--- config.mk ---
export PLATFORM = sky130hd
export DESIGN_NAME = router_register
export DESIGN_NICKNAME = d
export VERILOG_FILES = /design/src/rtl/router_register.sv
export SDC_FILE = /design/constraint.sdc
export NUM_CORES = 1
export LEC_CHECK = 0
export CAP_MARGIN = 40
export CORE_AREA = 2 2 105 56
export CTS_CLUSTER_DIAMETER = 30
export DETAILED_ROUTE_END_ITERATION = 12
export DIE_AREA = 0 0 107 58
export MAX_ROUTING_LAYER = met4
export PLACE_DENSITY = 0.74
export SYNTH_ARGS = -nofsm -noshare
export SYNTH_HDL_FRONTEND = slang
export SYNTH_SLANG_ARGS = --single-unit
export TNS_END_PERCENT = 30
--- constraint.sdc ---
create_clock -name clock -period 1.4 [get_ports clock]
set_input_delay 0.21 -clock clock [delete_from_list [all_inputs] [get_ports clock]]
set_output_delay 0.21 -clock clock [all_outputs]
set_load 0.1 [all_outputs]
--- src/rtl/router_register.sv ---
// Router datapath register stage: captures the packet header, steers bytes to the
// output FIFOs, tracks running parity and payload length, and flags errors.
module router_register (
  input  logic       clock,
  input  logic       resetn,
  input  logic       pkt_valid,
  input  logic [7:0] data_in,
  input  logic       fifo_full,
  input  logic       detect_add,
  input  logic       lfd_state,
  input  logic       ld_state,
  input  logic       laf_state,
  input  logic       full_state,
  input  logic       rst_int_reg,
  output logic [7:0] dout,
  output logic       parity_done,
  output logic       low_pkt_valid,
  output logic       err,
  output logic       len_err
);

  logic [7:0] header;
  logic [7:0] hold;
  logic [7:0] run_parity;
  logic [7:0] pkt_parity;
  logic [5:0] payload_cnt;
  logic       parity_done_q;

  logic header_ok;
  logic payload_beat;
  logic parity_beat;
  logic done_set;
  logic done_rise;

  always_comb begin
    header_ok    = detect_add && pkt_valid && (data_in[1:0] != 2'b11);
    // A payload byte counts only while the controller is actually loading data.
    payload_beat = ld_state && pkt_valid && !full_state;
    parity_beat  = ld_state && !pkt_valid;
    done_set     = (ld_state && !fifo_full && !pkt_valid) ||
                   (laf_state && low_pkt_valid && !parity_done);
    done_rise    = parity_done && !parity_done_q;
  end

  // NOTE: sequential state uses non-blocking assignments so every register samples
  // pre-edge values; blocking here would create order-dependent simulation results.
  always_ff @(posedge clock or negedge resetn) begin
    if (!resetn) begin
      header <= 8'h00;
    end else if (header_ok) begin
      header <= data_in;
    end
  end

  // Output steering; the priority order keeps behaviour defined even if decodes overlap.
  always_ff @(posedge clock or negedge resetn) begin
    if (!resetn) begin
      dout <= 8'h00;
      hold <= 8'h00;
    end else if (lfd_state) begin
      dout <= header;
    end else if (ld_state && !fifo_full) begin
      dout <= data_in;
    end else if (ld_state && fifo_full) begin
      hold <= data_in;
    end else if (laf_state) begin
      dout <= hold;
    end
  end

  always_ff @(posedge clock or negedge resetn) begin
    if (!resetn) begin
      low_pkt_valid <= 1'b0;
    end else if (rst_int_reg) begin
      low_pkt_valid <= 1'b0;
    end else if (parity_beat) begin
      low_pkt_valid <= 1'b1;
    end
  end

  always_ff @(posedge clock or negedge resetn) begin
    if (!resetn) begin
      parity_done   <= 1'b0;
      parity_done_q <= 1'b0;
    end else begin
      parity_done_q <= parity_done;
      if (detect_add) begin
        parity_done <= 1'b0;
      end else if (done_set) begin
        parity_done <= 1'b1;
      end
    end
  end

  always_ff @(posedge clock or negedge resetn) begin
    if (!resetn) begin
      run_parity  <= 8'h00;
      pkt_parity  <= 8'h00;
      payload_cnt <= 6'd0;
    end else if (detect_add) begin
      run_parity  <= 8'h00;
      pkt_parity  <= 8'h00;
      payload_cnt <= 6'd0;
    end else begin
      if (lfd_state) begin
        run_parity <= run_parity ^ header;
      end else if (payload_beat) begin
        run_parity <= run_parity ^ data_in;
      end
      if (parity_beat) begin
        pkt_parity <= data_in;
      end
      // Saturate so an oversize packet still reports a length error instead of wrapping.
      if (payload_beat && (payload_cnt != 6'd63)) begin
        payload_cnt <= payload_cnt + 6'd1;
      end
    end
  end

  // Errors are judged once, the cycle after parity_done rises, when both parities are stable.
  always_ff @(posedge clock or negedge resetn) begin
    if (!resetn) begin
      err     <= 1'b0;
      len_err <= 1'b0;
    end else if (detect_add) begin
      err     <= 1'b0;
      len_err <= 1'b0;
    end else if (done_rise) begin
      err     <= (run_parity != pkt_parity);
      len_err <= (payload_cnt != header[7:2]);
    end
  end

endmodule

---- Word-level counts from Yosys, hierarchy flattened ----
Index checks and enable logic that the tools add are counted.
Widths: inputs -> output; s select.
word-level totals
  output and inout bits ................... 12
  register bits after elaboration ......... 51
  word-level logic and storage cells ...... 67
operators by class
  reductions and logical operators ........ 27
  bitwise gates (word level) .............. 4
  muxes and demuxes ....................... 19
  equality and inequality tests ........... 5
  add/sub/neg operators ................... 1
operators by type and width
  operator             number
  $mux 8               9
  $xor 8x8->8          2
  $logic_and 1x1->1    12
  $mux 6               2
  $reduce_bool 2->1    5
  $mux 1               8
  $ne 8x8->1           1
  $add 6x1->6 const B  1
  $ne 6x6->1           1
  $ne 6x6->1 const B   1
  $reduce_bool 3->1    2
  $logic_not 1->1      5
  $ne 3x3->1 const B   1
  $reduce_and 3->1     1
  $ne 2x2->1 const B   1
  $not 1->1            2
  $reduce_and 2->1     1
  $logic_or 1x1->1     1

---- Longest topological paths before layout ----
Gate-level depths: netlist (run 1).
  depth in word-level cells ............... 6
  depth in mapped cells ................... 7

---- Worst setup path before layout (run 1) ----
Ideal clock, no wire load.
  kind .................................... register -> register
  start ................................... reg parity_done
  end ..................................... reg err
  data arrival time ....................... 1.528 ns
  path buffers ............................ 0
  clock period less this slack ............ 1.628 ns
  setup slack ............................. -0.228 ns
  setup time .............................. 0.099 ns
  cell stages (with the launch flop) ...... 4
  cells stage by stage .................... dfrtp_1 -> nor2b_1 -> nor2_1 -> a311oi_1
between the ends
  cells in the longest elaborated chain, start to end .. 2
ends and longest elaborated chain
  what                                RTL line  RTL
  start: declaration                  16        output logic parity_done,
  start signal: assignment            83        parity_done <= 1'b0;
  start signal: assignment            88        parity_done <= 1'b0;
  start signal: assignment            90        parity_done <= 1'b1;
  $logic_and 1x1->1                   42        done_rise = parity_done && !parity_done_q;
  $reduce_bool 2->1 (no source line)  n/a
  end signal: assignment              129       err <= (run_parity != pkt_parity);
  end: declaration                    18        output logic err,
Every way passes these cells.
A chain may end at the register's enable or synchronous reset.

---- Worst setup path after layout (run 1) ----
  start ................................... in fifo_full
  end ..................................... reg dout[2]
between the ends
  cells in the longest elaborated chain, start to end .. 4
ends and longest elaborated chain
  what                                                         RTL line  RTL
  start: declaration                                           8         input logic fifo_full,
  $logic_not 1->1                                              62        end else if (ld_state && !fifo_full) begin
  $logic_and 1x1->1                                            62
  $ne 3x3->1 (no source line), or another cell as far along    n/a
  $reduce_and 2->1 (no source line) or $mux 8 (tied branches)  n/a
  end signal: assignment                                       61        dout <= header;
  end signal: assignment                                       63        dout <= data_in;
  end signal: assignment                                       67        dout <= hold;
  end: declaration                                             15        output logic [7:0] dout,
Several ways; a longest one is shown, not always the timed one.

==> results of run 1 <==
[registers in the layout, summed over array words and instances, names as in the netlist]
name           cells
len_err            1
err                1
run_parity         8
low_pkt_valid      1
hold               8
payload_cnt        6
dout               8
pkt_parity         8
parity_done_q      1
parity_done        1
header             8
[per-stage QoR]
| stage | util (%) | TNS [ps] | hold slack, ps | instances | area (um^2) |
|---|---|---|---|---|---|
| 5_1_grt | 64.8 | 0 | 207 | 364 | 3440 |
| 2_1_floorplan | - | 0 | -85.6 | 235 | 2560 |
| 4_1_cts | 63.6 | -13.9 | 382 | 364 | 3370 |
| 3_5_place_dp | 61.0 | -9530 | 184 | 355 | 3230 |
| 6_report | 64.8 | 0 | 173 | 364 | 3440 |
| 3_3_place_gp | 61.0 | -9040 | 175 | 355 | 3230 |
[cell usage after synthesis, types with 2 or more instances]
master     n
a21oi_1    9
a22oi_1    7
a311oi_1   3
and3_1     2
and3b_1    2
buf_4      2
buf_6      4
clkbuf_1   4
dfrtp_1   51
mux2_2    22
mux2i_1    8
nand2_1   26
nand2b_1   2
nor2_1    26
nor2b_1   10
nor4_1     2
o21ai_0    5
o21ai_1    4
xnor2_1    5
xor2_1    21
[worst paths after layout]
kind | end | slack, ps | cells past startpoint
worst max-delay path | dout[2]$_DFFE_PN0P_ | 70 | 6
worst min-delay path | parity_done$_DFFE_PN0P_ | 170 | 2
worst max register to register | err$_DFFE_PN0P_ | 100 | 4
worst min register to register | parity_done_q$_DFF_PN0_ | 460 | 0
max in group asynchronous | payload_cnt[4]$_DFFE_PN0P_ | 530 | 3
min in group asynchronous | header[0]$_DFFE_PN0P_ | 370 | 2
[logic make-up (layout without fill, tap and decap cells)]
kind of cell	Yosys count	after routing	share of synthesized area [%]
compound gates	36	36	9.39
xor+xnor	26	26	8.90
fa+ha+maj	1	1	0.489
buf+inv	13	69	4.06
flops	51	51	49.9
mux	30	30	12.8
simple gates	78	78	14.5
[metal layers]
| metal | track usage (%) | vias up | share of wire, % |
|---|---|---|---|
| met5 | - | - | 0 |
| met4 | 6.12 | 0 | 1.1 |
| met3 | 4.05 | 8 | 5.5 |
| met2 | 29.2 | 38 | 42 |
| met1 | 29.9 | 909 | 51 |
| li1 | - | 914 | - |
[layout make-up]
cell class | instances | area (um^2)
Clock buffer | 6 | 82.6
Sequential cell | 51 | 1280
Timing Repair Buffer | 60 | 706
Tap cell | 73 | 91.3
Fill cell | 403 | 1860
Inverter | 1 | 3.75
Clock inverter | 2 | 35.0
Multi-Input combinational cell | 171 | 1240
[power by group through the flow]
stage,logic [mW],registers [mW],clock network [mW]
after global routing,1.44,1.87,1.17
after global placement,1.31,1.86,0
after CTS,1.35,1.84,1.09
after floorplan,0.428,2.23,0
after detailed placement,1.34,1.87,0
final,1.35,1.84,1.07
[timing repair]
action	CTS	global route
setup endpoints to repair	2	17
resized for setup	2	16
pin swaps	0	4
endpoints found under the hold margin	15	0
hold buffers	1	0
==> reports/results.ini, run 1 <==
[placement]
hpwl_um=4110
gp_congestion=0.878
port_buffers=29
place_ws_ps=-279

[power_and_ir_drop]
combPwrFrac_pct=31.7
cellPowerDensity_nw_per_um2=1240
clockPowerShare_pct=25.1
power_switching_mw=1.43
intPower_mw=2.83
ir_drop_uv=810
p_total_mw=4.27
leakage_nw=1.55
switching_share_pct=33.6
pwr-share-seq_pct=43.2

[global_route]
first_global_vias=1862
grt_pass1_wl_um=9300
grt_antenna_before_repair=0
grt_usage_pct=20.5
grt.overflow.total=0
grt_max_degree=27

[run_status]
status=finished, final reports clean

[die]
dieArea_um2=6210
ioPinCount=30
fp.dieH_um=58
initial_core_util_pct=48.3
rows=19
fp.dieW_um=107
core_area_um2=5300

[yosys]
synth_area_leader_cell=dfrtp_1
synthFlopType=dfrtp_1
synth_edf_count=0
syn_inst=235
synth_seq_cells=51
syn_area_um2=2560
ys_seq_area_share_pct=49.9
synthDominantCellAreaShare_pct=49.9
ys_types=40
syn_nets=254
synthArstFlopShare_pct=100
ys_warn_count=0
synthTopCellsByArea=dfrtp_1 (50%), mux2_2 (9.7%), xor2_1 (7.2%)
synth.avg_cell_area_um2=10.9

[drt]
wl_um=5550
drt_iter0_markers=67
wl_per_cell_um=15.2
via_per_inst=5.13
firstDrtPassIters=4
drc_errors=0
dr_total_vias=1869
ant_nets=0

[critical_path]
cp_cell_sequence=clkdlybuf4s50_1, nand2b_4, buf_12, mux2_2, mux2i_1, o21ai_1
critical_path_required_ps=1600
critPathTopFamily=buffers and inverters
startpoint=fifo_full
crit_buf_inv=2
worstPathMaxFanout=8
cp-end-kind=register
max_stage_delay_ps=480
reg2reg_from=run_parity[0]$_DFFE_PN0P_
start_kind=input port
crit_arrival_ps=1530
worst-setup-path-type=in -> reg
cp_slowest_cell=clkdlybuf4s50_1

[sta]
slew_headroom_pct=69.9
fin_crit_sh_pct=94.7
post-route-min-period_ps=1330
setup_ws_ps=73.5
max_freq_ghz=0.754
worst_slew_pin_slew_ps=452
fin_skew_ps=7.81
drv_slew=0
hold_viol=0
setup_violations=0
rsz0062_at_grt=false

[min_path]
hold_class=in -> reg
holdCritStartpoint=detect_add

[clock_network]
cts.sinks=51
cts.path.max_buffers=2
cts_buffers=5
tritoncts=built
root_buffer=clkbuf_8
cts_setup_buffers=0
cts-htree-levels=2
clk_pin_slew_worst_paths_ps=90
clk_latency_ps=310

[layout]
area_growth_pct=34.3
diodes=0
final_cell_mix=dfrtp_1 (48), nand2_1 (26), nor2_1 (26), buf_4 (24), mux2_2 (22)
final_nets=309
final_common_cell=dfrtp_1
drive_gt1_share_pct=29.9

[job]
drv_cap=0

No activity file was read; power rests on OpenSTA's default activity.
==> run 2: changes to the inputs <==
--- a/config.mk
+++ b/config.mk
@@ -6,12 +6,12 @@
 export NUM_CORES = 1
 export LEC_CHECK = 0
 export CAP_MARGIN = 40
-export CORE_AREA = 2 2 105 56
+export CORE_AREA = 2 2 96 52
 export CTS_CLUSTER_DIAMETER = 30
 export DETAILED_ROUTE_END_ITERATION = 12
-export DIE_AREA = 0 0 107 58
+export DIE_AREA = 0 0 98 54
 export MAX_ROUTING_LAYER = met4
-export PLACE_DENSITY = 0.74
+export PLACE_DENSITY = 0.82
 export SYNTH_ARGS = -nofsm -noshare
 export SYNTH_HDL_FRONTEND = slang
 export SYNTH_SLANG_ARGS = --single-unit
==> constraint.sdc (replaced) <==
create_clock -name clock -period 1.6 [get_ports clock]
set_input_delay 0.24 -clock clock [delete_from_list [all_inputs] [get_ports clock]]
set_output_delay 0.24 -clock clock [all_outputs]
set_load 0.1 [all_outputs]
==> run 2 against run 1 <==
  * Clock skew is 2.0 ps lower
  * Die area down 15%
  * Cell count is 6.9% lower
  * Via count is 0.21% higher
  * Power decreased by 19%
  * Register-to-register slack improved by 60 ps
  * Hold slack improved by 280 ps
  * Sequential cell count unchanged
  * Largest power group unchanged
==> reports/results.ini, run 2 (synthesized netlist as in run 1, its figures left out) <==
[critical_path]
cp_cell_sequence=clkdlybuf4s50_1, nand2b_1, buf_12, mux2_2, mux2i_1, o21ai_0
cp_slowest_cell=clkdlybuf4s50_1
cp-end-kind=register
critical_path_required_ps=1780
startpoint=fifo_full
worstPathMaxFanout=8
crit_arrival_ps=1680
reg2reg_from=payload_cnt[0]$_DFFE_PN0P_
max_stage_delay_ps=470
worst-setup-path-type=in -> reg
start_kind=input port

[die]
initial_core_util_pct=56.0
fp.dieW_um=98
core_area_um2=4570
rows=18
ioPinCount=30
fp.dieH_um=54
dieArea_um2=5290

[min_path]
hold_class=in -> async

[sta]
worst_slew_pin_slew_ps=399
hold_viol=0
rsz0062_at_grt=false
drv_slew=0
fin_skew_ps=5.84
max_freq_ghz=0.667
fin_crit_sh_pct=93.7
setup_ws_ps=100
slew_headroom_pct=73.2
post-route-min-period_ps=1500
setup_violations=0

[layout]
area_growth_pct=26.1
diodes=0
fin_area_um2=3230
final_cell_mix=dfrtp_1 (50), nand2_1 (26), nor2_1 (26), mux2_2 (22), xor2_1 (21)
fillers=346
drive_gt1_share_pct=23.3
final_nets=298
fin_util_pct=70.6
final_common_cell=dfrtp_1

[drt]
firstDrtPassIters=4
wl_um=5290
drc_errors=0
via_per_inst=5.53
dr_total_vias=1873
wl_per_cell_um=15.6
drt_iter0_markers=99
ant_nets=0

[global_route]
grt_max_degree=52
top_usage_layer=met2
grt_antenna_before_repair=0
grt_util_met3_pct=4.42
first_global_vias=1823
grtUsageMet2_pct=34.2
grt_pass1_wl_um=8900
grt.overflow.total=0
grt_usage_pct=23.0
grt_use_met1_pct=32.4

[placement]
place_ws_ps=-131
place_area_um2=3130
port_buffers=29
hpwl_um=3930
gp_congestion=0.830

[run_status]
status=finished, final reports clean

[clock_network]
root_buffer=clkbuf_8
clk_pin_slew_worst_paths_ps=80
cts.sinks=51
cts-htree-levels=2
cts.path.max_buffers=2
clk_latency_ps=290
cts_buffers=5
tritoncts=built

[power_and_ir_drop]
leakage_nw=1.44
ir_drop_uv=718
cellPowerDensity_nw_per_um2=1070

[job]
drv_cap=0

run 2: final timing paths:
check	end	slack, ps	depth (start not counted)
max in group asynchronous	parity_done$_DFFE_PN0P_	910	3
setup reg to reg	payload_cnt[1]$_DFFE_PN0P_	160	5
min in group clock	parity_done_q$_DFF_PN0_	450	0
setup / recovery	dout[4]$_DFFE_PN0P_	100	6
hold / removal	dout[1]$_DFFE_PN0P_	450	3
hold reg to reg	parity_done_q$_DFF_PN0_	450	0
run 2: stage by stage:
stage               TNS, ps  power, mW  std cells  hold WS (ps)
detailed placement    -1570       2.79        331           251
finish                    0       3.46        339           450
global placement      -1040       2.75        331           252
CTS                       0       3.48        339           457
floorplan                 0       2.32        235         -55.6
global route              0       3.62        339           467
run 2: layout make-up:
cell class	instances	area (um^2)	share of cell area (%)
Clock buffer	7	76.3	2.37
Inverter	1	3.75	0.116
Multi-Input combinational cell	171	1190	36.8
Sequential cell	51	1280	39.6
Tap cell	60	75.1	2.33
Timing Repair Buffer	49	608	18.8
run 2: repair_timing:
action / in CTS / in global routing
gates resized for setup: 0 / 2
buffers inserted: 0 / 0
hold buffers: 1 / 0
endpoints found under the setup margin: 0 / 3
endpoints found under the hold margin: 51 / 0
run 2: where the power goes:
part | switching (mW) | internal, mW
clock | 0.393 | 0.302
sequential | 0.159 | 1.46
combinational | 0.652 | 0.496
total | 1.20 | 2.25
run 2: worst max-delay path, delay by kind of cell:
kind	cells	cell delay, ps
compound gates	1	100
buf+inv	2	610
mux	2	540
simple gates	1	170
run 2: metal layers:
metal / part of all wire (%) / vias up
met5: 0 / -
met4: 1.4 / 0
met3: 4.3 / 9
met2: 42 / 39
met1: 52 / 924
li1: - / 901
==> run 3: changes to the inputs <==
--- a/config.mk
+++ b/config.mk
@@ -10,6 +10,7 @@
 export CTS_CLUSTER_DIAMETER = 30
 export DETAILED_ROUTE_END_ITERATION = 12
 export DIE_AREA = 0 0 98 54
+export HOLD_SLACK_MARGIN = 0.15
 export MAX_ROUTING_LAYER = met4
 export PLACE_DENSITY = 0.82
 export SYNTH_ARGS = -nofsm -noshare
==> results of run 3 <==
Same layout as run 2: the final DEF is identical, and so are final timing and power.
